==> config.mk <==
export PLATFORM = sky130hd
export DESIGN_NAME = uart_tx_device
export DESIGN_NICKNAME = d
export VERILOG_FILES = /design/src/rtl/uart_tx_device.sv
export SDC_FILE = /design/constraint.sdc
export NUM_CORES = 1
export LEC_CHECK = 0
export BUFFER_PORTS_ARGS = -buffer_cell sky130_fd_sc_hd__buf_2
export CORE_ASPECT_RATIO = 0.5
export CORE_UTILIZATION = 48
export DETAILED_ROUTE_END_ITERATION = 8
export PLACE_DENSITY_LB_ADDON = 0.25
export SLEW_MARGIN = 20
export SYNTH_ARGS = -nofsm -noshare
export SYNTH_HDL_FRONTEND = slang
export SYNTH_SLANG_ARGS = --single-unit
==> constraint.sdc <==
create_clock -name clock -period 4.9 [get_ports clock]
set_clock_uncertainty 0.05 [all_clocks]
set_input_delay 0 -clock clock [delete_from_list [all_inputs] [get_ports clock]]
set_output_delay 0 -clock clock [all_outputs]
set_load 0.005 [all_outputs]
==> src/rtl/uart_tx_device.sv <==
// uart_tx_device: memory-mapped 8N1 UART transmitter with a small byte FIFO.
// Bus stores fill the FIFO; a four-state FSM serialises frames at DIVIDER clocks per bit.
module uart_tx_device #(
    parameter logic [15:0] BASE_ADDRESS    = 16'hFF00,
    parameter int          FIFO_DEPTH_LOG2 = 2,
    parameter logic [15:0] DEFAULT_DIVIDER = 16'd868
) (
    input  logic        clock,
    input  logic        reset,
    input  logic        write_enable,
    input  logic [15:0] write_address,
    input  logic [15:0] data_in,
    input  logic [15:0] read_address,
    output logic [15:0] data_out,
    output logic        tx,
    output logic        irq_empty
);

    localparam int DEPTH = 1 << FIFO_DEPTH_LOG2;
    localparam int PW    = FIFO_DEPTH_LOG2;
    localparam int CW    = FIFO_DEPTH_LOG2 + 1;

    localparam logic [1:0] OFF_STATUS  = 2'd0;
    localparam logic [1:0] OFF_TXDATA  = 2'd1;
    localparam logic [1:0] OFF_DIVIDER = 2'd2;

    typedef enum logic [1:0] {
        S_IDLE,
        S_START,
        S_DATA,
        S_STOP
    } state_t;

    state_t state, state_nx;

    logic [7:0]    mem [DEPTH];
    logic [PW-1:0] wr_ptr, rd_ptr;
    logic [CW-1:0] count;
    logic          overflow;

    logic [15:0] divider;
    logic [15:0] period, period_nx;
    logic [15:0] timer, timer_nx;
    logic [7:0]  shift, shift_nx;
    logic [2:0]  bit_idx, bit_idx_nx;
    logic        tx_q, tx_nx;
    logic [15:0] rdata_q, rdata_nx;

    logic       w_hit, r_hit;
    logic [1:0] w_off, r_off;
    logic       push_req, push, pop;
    logic       full, empty, busy, bit_end;
    logic       ovf_clr, div_wr;
    logic [3:0] count4;
    logic [15:0] status;

    // ---------------------------------------------------------------
    // Bus decode
    // ---------------------------------------------------------------
    assign w_hit = write_enable
                && (write_address[15:2] == BASE_ADDRESS[15:2]);
    assign r_hit = (read_address[15:2] == BASE_ADDRESS[15:2]);
    assign w_off = write_address[1:0];
    assign r_off = read_address[1:0];

    assign push_req = w_hit && (w_off == OFF_TXDATA);
    assign div_wr   = w_hit && (w_off == OFF_DIVIDER);
    assign ovf_clr  = w_hit && (w_off == OFF_STATUS) && data_in[3];

    // A full FIFO still accepts a byte when the FSM frees a slot this cycle.
    assign full  = (count == CW'(DEPTH));
    assign empty = (count == '0);
    assign push  = push_req && (!full || pop);

    assign busy    = (state != S_IDLE);
    assign bit_end = (timer == 16'd0);

    assign count4 = 4'(count);
    assign status = {8'h00, count4, overflow, empty, full, busy};

    // ---------------------------------------------------------------
    // Transmit FSM: next state, datapath and pop
    // ---------------------------------------------------------------
    always_comb begin
        state_nx   = state;
        timer_nx   = timer;
        shift_nx   = shift;
        bit_idx_nx = bit_idx;
        period_nx  = period;
        pop        = 1'b0;

        unique case (state)
            S_IDLE: begin
                if (!empty) begin
                    pop       = 1'b1;
                    shift_nx  = mem[rd_ptr];
                    period_nx = divider;
                    timer_nx  = divider - 16'd1;
                    state_nx  = S_START;
                end
            end
            S_START: begin
                if (bit_end) begin
                    bit_idx_nx = 3'd0;
                    timer_nx   = period - 16'd1;
                    state_nx   = S_DATA;
                end else begin
                    timer_nx = timer - 16'd1;
                end
            end
            S_DATA: begin
                if (bit_end) begin
                    shift_nx = {1'b0, shift[7:1]};
                    timer_nx = period - 16'd1;
                    if (bit_idx == 3'd7) begin
                        state_nx = S_STOP;
                    end else begin
                        bit_idx_nx = bit_idx + 3'd1;
                    end
                end else begin
                    timer_nx = timer - 16'd1;
                end
            end
            S_STOP: begin
                if (bit_end) begin
                    if (!empty) begin
                        pop       = 1'b1;
                        shift_nx  = mem[rd_ptr];
                        period_nx = divider;
                        timer_nx  = divider - 16'd1;
                        state_nx  = S_START;
                    end else begin
                        state_nx = S_IDLE;
                    end
                end else begin
                    timer_nx = timer - 16'd1;
                end
            end
            default: begin
                state_nx = S_IDLE;
            end
        endcase
    end

    // The line level is decided from the next state so tx can be a flop.
    always_comb begin
        tx_nx = 1'b1;
        unique case (state_nx)
            S_IDLE:  tx_nx = 1'b1;
            S_START: tx_nx = 1'b0;
            S_DATA:  tx_nx = shift_nx[0];
            S_STOP:  tx_nx = 1'b1;
            default: tx_nx = 1'b1;
        endcase
    end

    // ---------------------------------------------------------------
    // Read mux (values before any same-cycle write)
    // ---------------------------------------------------------------
    always_comb begin
        rdata_nx = 16'h0000;
        if (r_hit) begin
            unique case (r_off)
                OFF_STATUS:  rdata_nx = status;
                OFF_DIVIDER: rdata_nx = divider;
                default:     rdata_nx = 16'h0000;
            endcase
        end
    end

    // ---------------------------------------------------------------
    // State registers
    // ---------------------------------------------------------------
    always_ff @(posedge clock) begin
        if (reset) begin
            state    <= S_IDLE;
            wr_ptr   <= '0;
            rd_ptr   <= '0;
            count    <= '0;
            overflow <= 1'b0;
            divider  <= DEFAULT_DIVIDER;
            period   <= DEFAULT_DIVIDER;
            timer    <= 16'd0;
            shift    <= 8'h00;
            bit_idx  <= 3'd0;
            tx_q     <= 1'b1;
            rdata_q  <= 16'h0000;
        end else begin
            state   <= state_nx;
            period  <= period_nx;
            timer   <= timer_nx;
            shift   <= shift_nx;
            bit_idx <= bit_idx_nx;
            tx_q    <= tx_nx;
            rdata_q <= rdata_nx;

            if (push) begin
                wr_ptr <= wr_ptr + 1'b1;
            end
            if (pop) begin
                rd_ptr <= rd_ptr + 1'b1;
            end
            if (push && !pop) begin
                count <= count + 1'b1;
            end else if (pop && !push) begin
                count <= count - 1'b1;
            end

            if (ovf_clr) begin
                overflow <= 1'b0;
            end else if (push_req && full && !pop) begin
                overflow <= 1'b1;
            end

            if (div_wr) begin
                divider <= (data_in == 16'd0) ? 16'd1 : data_in;
            end
        end
    end

    // Storage needs no reset; count and pointers define what is valid.
    always_ff @(posedge clock) begin
        if (push) begin
            mem[wr_ptr] <= data_in[7:0];
        end
    end

    assign data_out  = rdata_q;
    assign tx        = tx_q;
    assign irq_empty = empty && (state == S_IDLE);

endmodule

### Word-level counts from Yosys, hierarchy flattened

Memory sizes are Yosys's and may differ from the RTL's. A register that Yosys moved wholly into a read port is not among the register bits.
Index checks and enable logic that the tools add are counted.

* $add $sub $neg: 8
* equal/unequal tests: 17
* multiplexer cells: 34
* bitwise logic cells: 1
* reductions and logical operators: 34

Operators with widths (number)
* $mux W16: 6
* $pmux W16 S2: 2
* $pmux W16 S3: 1
* $sub A16 B1 Y16 const B: 3
* $logic_not A16 Y1: 2
* $eq A14 B14 Y1 const B: 2
* $mux W8: 3
* $pmux W8 S3: 1
* $mux W3: 5
* $mux W2: 7
* $eq A2 B2 Y1 const B: 6
* $logic_and A1 B1 Y1: 11
* $logic_not A2 Y1: 4
* $ne A2 B2 Y1 const B: 4
* $pmux W2 S4: 1
* $reduce_bool A2 Y1: 4
* $reduce_or A2 Y1: 4
* $add A3 B1 Y3 const B: 2
* $eq A2 B1 Y1 const B: 3
* $eq A3 B3 Y1 const B: 2
* $pmux W3 S2: 1
* $mux W1: 5
* $add A2 B1 Y2 const B: 2
* $reduce_and A4 Y1: 1
* 10 further kinds: 12

* bits in registers: 86
* RAM bits: 32
* bits of input ports: 51
* output and inout bits: 18
* logic and storage cells: 108
* memories kept: 1

Memories
* mem: words 4, bits a word 8, rd ports 1, clocked after memory_dff 1, write ports 1, line 36 `logic [7:0] mem [DEPTH];`

### Depth between registers and ports, before layout

* depth after elaboration: 10
* mapped depth: 12

### Worst setup path before layout

Ideal clock, no wire load.

* kind: reg2reg
* start: register state[1]
* end: register count[2]
* library setup time: 70 ps
* arrival: 3284 ps
* required time: 4780 ps
* setup slack: 1496 ps
* cell stages (with the launch flop): 12
* path buffers: 0
* period minus slack after synthesis: 3404 ps
* cell sequence: dfxtp_1 ha_1 or4bb_1 nor4_4 o21ai_2 a2111oi_4 ha_1 inv_1 fa_1 xor2_1 or3_1 a21oi_1

* longest elaborated chain between the ends: 7
* elaborated cells on any way between the ends: 11

Ends and longest elaborated chain
* start, declared: line 34 `state_t state, state_nx;`
* start signal, assigned: line 189 `state <= state_nx;`
* $eq A2 B2 Y1 or $logic_not A2 Y1 (tied branches): line 92 `unique case (state)`
* $pmux W1 S2 *: line 92
* $logic_or A1 B1 Y1 *: line 73 `assign push = push_req && (!full || pop);`
* $logic_and A1 B1 Y1 *: line 73
* net push: line 51 `logic push_req, push, pop;`
* $logic_not A1 Y1: line 205 `end else if (pop && !push) begin`
* $logic_and A1 B1 Y1: line 205
* $reduce_bool A2 Y1 (no line)
* end signal, assigned: line 204 `count <= count + 1'b1;`
* end signal, assigned: line 206 `count <= count - 1'b1;`
* end, declared: line 38 `logic [CW-1:0] count;`

Mark *: on every way through the listed nets, which the timed path passes. The rest lies on a longest branch.
A chain may end at the register's enable or synchronous reset.

### Final worst setup path

Same ends and word-level chain as after synthesis.

==> summary.md <==
| Metric | Value |
|---|---|
| Routed Antenna Nets | `0` |
| Initial antenna violation count | `0` |
| Actual transition at the worst max-transition pin | `0.984 ns` |
| Synth Net Count | `707` |
| H-tree Lvls | `4` |
| Row count | `28` |
| GR peak layer | `met2` |
| Crit-path max FO | `9` |
| Clock transition at path regs | `0.06 ns` |
| Largest net degree at the start of global routing | `56` |
| P&R area growth vs syn | `22.5%` |
| Core area | `12100 um^2` |
| Combinational group share of total power | `33.8%` |
| Switching part of the total | `36.0%` |
| Clock tree buffer depth | `2` |
| Critical Path AT | `4.12 ns` |
| Post-Syn Area per Cell | `9.51 um^2` |
| Die Y | `81.5 um` |
| Max_cap viols | `0` |
| RePlAce Congestion | `0.928` |
| Final net count | `794` |
| WL/cell | `17.6 um` |
| Post-CTS Setup Bufs | `0` |
| Max-slew violations | `0` |
| Layout cell share with drive strength beyond 1 | `17.3%` |
| Clock power frac | `33.8%` |
| Met2 GRT Util | `40.9%` |
| Register area | `2720 um^2` |
| Leak pwr | `2.91 nW` |
| Tot GR Track Use | `25.3%` |
| Final hold vios | `0` |
| WP data required | `5.20 ns` |
| Initial Utilization | `50.3%` |
| Post-synthesis sequential area ratio | `44.8%` |
| Clock latency on the worst-skew pair | `0.42 ns` |
| Number of DRC markers in iteration 0 | `375` |
| IR drop worst, VDD | `0.271 mV` |
| Synth cell types | `72` |
| Hold Path Class | `in2reg` |
| Final setup violation count | `0` |
| Met1 usage | `34.1%` |
| Total congestion overflow | `0` |
| Drt total wl | `15.9 mm` |
| Ys async rst share | `0%` |
| First-pass GRT wire length | `25.4 mm` |
| Tcrit/Tclk final | `78.0%` |
| Ant. Diodes | `0` |
| Reg power frac | `32.4%` |
| Vias in the first global route | `4863` |
| P_sw | `1.39 mW` |
| CP Capture Type | `flip-flop` |
| Setup CP Type | `reg2reg` |
| Fin crit period | `3.82 ns` |
| Yosys warning count | `0` |
| Met3 usage | `5.35%` |
| CTS tree | `built` |
| Post-DP HPWL | `11.1 mm` |
| I/O Pins | `69` |
| Total power | `3.86 mW` |
| Total CTS buffers | `17` |
| Max frequency | `0.262 GHz` |
| Max-slew headroom | `33.9%` |
| Top_reg_cell synth | `dfxtp_1` |
| DRC violations left | `0` |
| RSZ-0062 raised after global routing | `no` |
| CP Launch Type | `flip-flop` |
| CTS root buffer | `clkbuf_16` |
| Internal Pwr Total | `2.47 mW` |
| FILL cells | `969` |
| Status | `finished clean` |
| Setup tns final | `0 ns` |
| Mapped Area | `6070 um^2` |
| Vias | `5273` |
| Area occupied by multi-input gates | `3160 um^2` |
| Die area | `13100 um^2` |
| Chip Width | `161 um` |
| Synth Register Bits | `120` |
| Post-DR vias/cell | `5.83` |
| Number of synthesized flops with an enable pin | `32` |
| DR pass1 iterations | `5` |
| Port Buf Inserts | `68` |
| Pwr Density | `519 nW/um^2` |
| Clock sink count | `120` |
| Gate Count Post-Synth | `639` |
-- critical path, stage by stage (launching register included) --
cell and delay [ns]:
dfxtp_1 0.45, ha_1 0.36, or4bb_1 0.57, nor4_4 0.14, buf_4 0.22, o21ai_2 0.10
a2111oi_4 0.51, ha_1 0.27, inv_1 0.06, fa_1 0.37, xor2_1 0.17, or3_1 0.31
a21oi_1 0.15
-- state kept, by name, summed over array words and instances (netlist names), named ones only --
signal / count
count: 3
overflow: 1
timer: 16
bit_idx: 3
shift: 8
state: 2
rd_ptr: 2
data_out: 16
divider: 16
mem: 32
tx: 1
period: 16
wr_ptr: 2
-- power groups by stage --
stage	Clock, mW	Combinational (mW)	Sequential (mW)
floorplan	0	0.990	1.21
global placement	0	1.25	1.25
detailed placement	0	1.26	1.26
CTS	1.31	1.28	1.24
global route	1.36	1.44	1.27
finish	1.31	1.31	1.25
-- metrics by stage --
| stage | area, um^2 | worst slack [ns] | util, % | hold slack (ns) | instances |
|---|---|---|---|---|---|
| 2_1_floorplan | 6070 | 1.50 | - | 0.0489 | 639 |
| 3_3_place_gp | 6540 | 1.33 | 54.1 | 0.184 | 845 |
| 3_5_place_dp | 6540 | 1.17 | 54.1 | 0.186 | 845 |
| 4_1_cts | 7430 | 1.12 | 61.4 | 0.00533 | 904 |
| 5_1_grt | 7440 | 0.858 | 61.5 | 0.0362 | 904 |
| 6_report | 7440 | 1.08 | 61.5 | 0.0141 | 904 |
-- Yosys cell counts, drive strengths merged, types with 3 or more instances --
master | number | area share, %
o22ai | 7 | 0.72
a22oi | 3 | 0.37
nand3b | 9 | 1.1
a21o | 6 | 0.74
o22a | 3 | 0.43
dfxtp | 88 | 29
o31ai | 3 | 0.37
buf | 4 | 0.39
a211oi | 7 | 0.87
nand4 | 9 | 0.93
nor4 | 23 | 3.0
nor3b | 4 | 0.49
nand4b | 3 | 0.43
o211ai | 4 | 0.49
inv | 21 | 1.3
xor2 | 20 | 2.9
a21boi | 3 | 0.37
clkbuf | 28 | 1.7
a221o | 5 | 0.82
nand2 | 74 | 4.6
a211o | 6 | 0.87
edfxtp | 32 | 16
or3 | 8 | 0.82
nand2b | 3 | 0.31
a21oi | 25 | 2.1
mux2i | 7 | 1.2
o21bai | 3 | 0.37
o21ai | 21 | 1.8
a22o | 18 | 2.6
nor2 | 64 | 4.0
nand3 | 13 | 1.1
nor3 | 21 | 1.7
and2 | 13 | 1.3
or4 | 8 | 1.1
ha | 16 | 3.3
mux4 | 8 | 3.0
xnor2 | 19 | 2.7
-- area by class of cell --
type | instances | area share (%)
multi-input combinational | 466 | 42.5
sequential | 120 | 36.6
timing repair buffer | 100 | 8.71
clock buffer | 21 | 6.34
tap | 165 | 2.78
clock inverter | 11 | 1.97
inverter | 21 | 1.06
-- cell families (layout without fill, tap and decap cells) --
logic type	after synthesis	count (layout)	synth area share, %
compound gates	128	128	15.3
xor+xnor	39	39	5.62
fa+ha+maj	17	17	3.63
buf+inv	53	153	3.42
flops	120	120	44.8
mux	16	16	4.30
simple gates	266	266	22.9
-- timing repair --
| item | in CTS | in global routing |
|---|---|---|
| endpoints found under the setup margin | 0 | 0 |
| endpoints found under the hold margin | 56 | 0 |
| resized for setup | 0 | 0 |
| hold buffers | 27 | 0 |
-- routing by layer --
layer,part of all wire (%),vias up,wire length [um]
li1,-,2520,-
met1,47,2569,7460
met2,45,160,7200
met3,6.1,24,968
met4,1.7,0,271
met5,0,-,0
-- layout by cell type, fill, tap and decap left out, types with 4 or more instances in the layout --
| cell | n |
|---|---|
| a211o_1 | 6 |
| a211oi_1 | 6 |
| a21o_1 | 6 |
| a21oi_1 | 25 |
| a221o_1 | 5 |
| a22o_1 | 18 |
| and2_1 | 13 |
| buf_2 | 68 |
| buf_4 | 5 |
| clkbuf_16 | 18 |
| dfxtp_1 | 88 |
| dlygate4sd3_1 | 27 |
| edfxtp_1 | 32 |
| ha_1 | 16 |
| inv_1 | 21 |
| mux2i_1 | 7 |
| mux4_2 | 8 |
| nand2_1 | 74 |
| nand3_1 | 13 |
| nand3b_1 | 9 |
| nand4_1 | 9 |
| nor2_1 | 63 |
| nor3_1 | 20 |
| nor3b_1 | 4 |
| nor4_1 | 20 |
| o211ai_1 | 4 |
| o21ai_0 | 18 |
| o22ai_1 | 7 |
| or3_1 | 8 |
| or4_1 | 7 |
| xnor2_1 | 19 |
| xor2_1 | 20 |
-- path summary, 6_finish.rpt --
path,end,slack [ns],cells past startpoint,from
worst min-delay path,divider[3]$_SDFFE_PP0P_,0.01,5,write_address[14]
worst max-delay path,count[2]$_SDFFE_PP0P_,1.08,12,state[1]$_SDFF_PP0_
worst max register to register,count[2]$_SDFFE_PP0P_,1.08,12,state[1]$_SDFF_PP0_
worst min register to register,shift[7]$_SDFFE_PP0P_,0.42,1,shift[7]$_SDFFE_PP0P_
(Power assumes the default switching activity.)
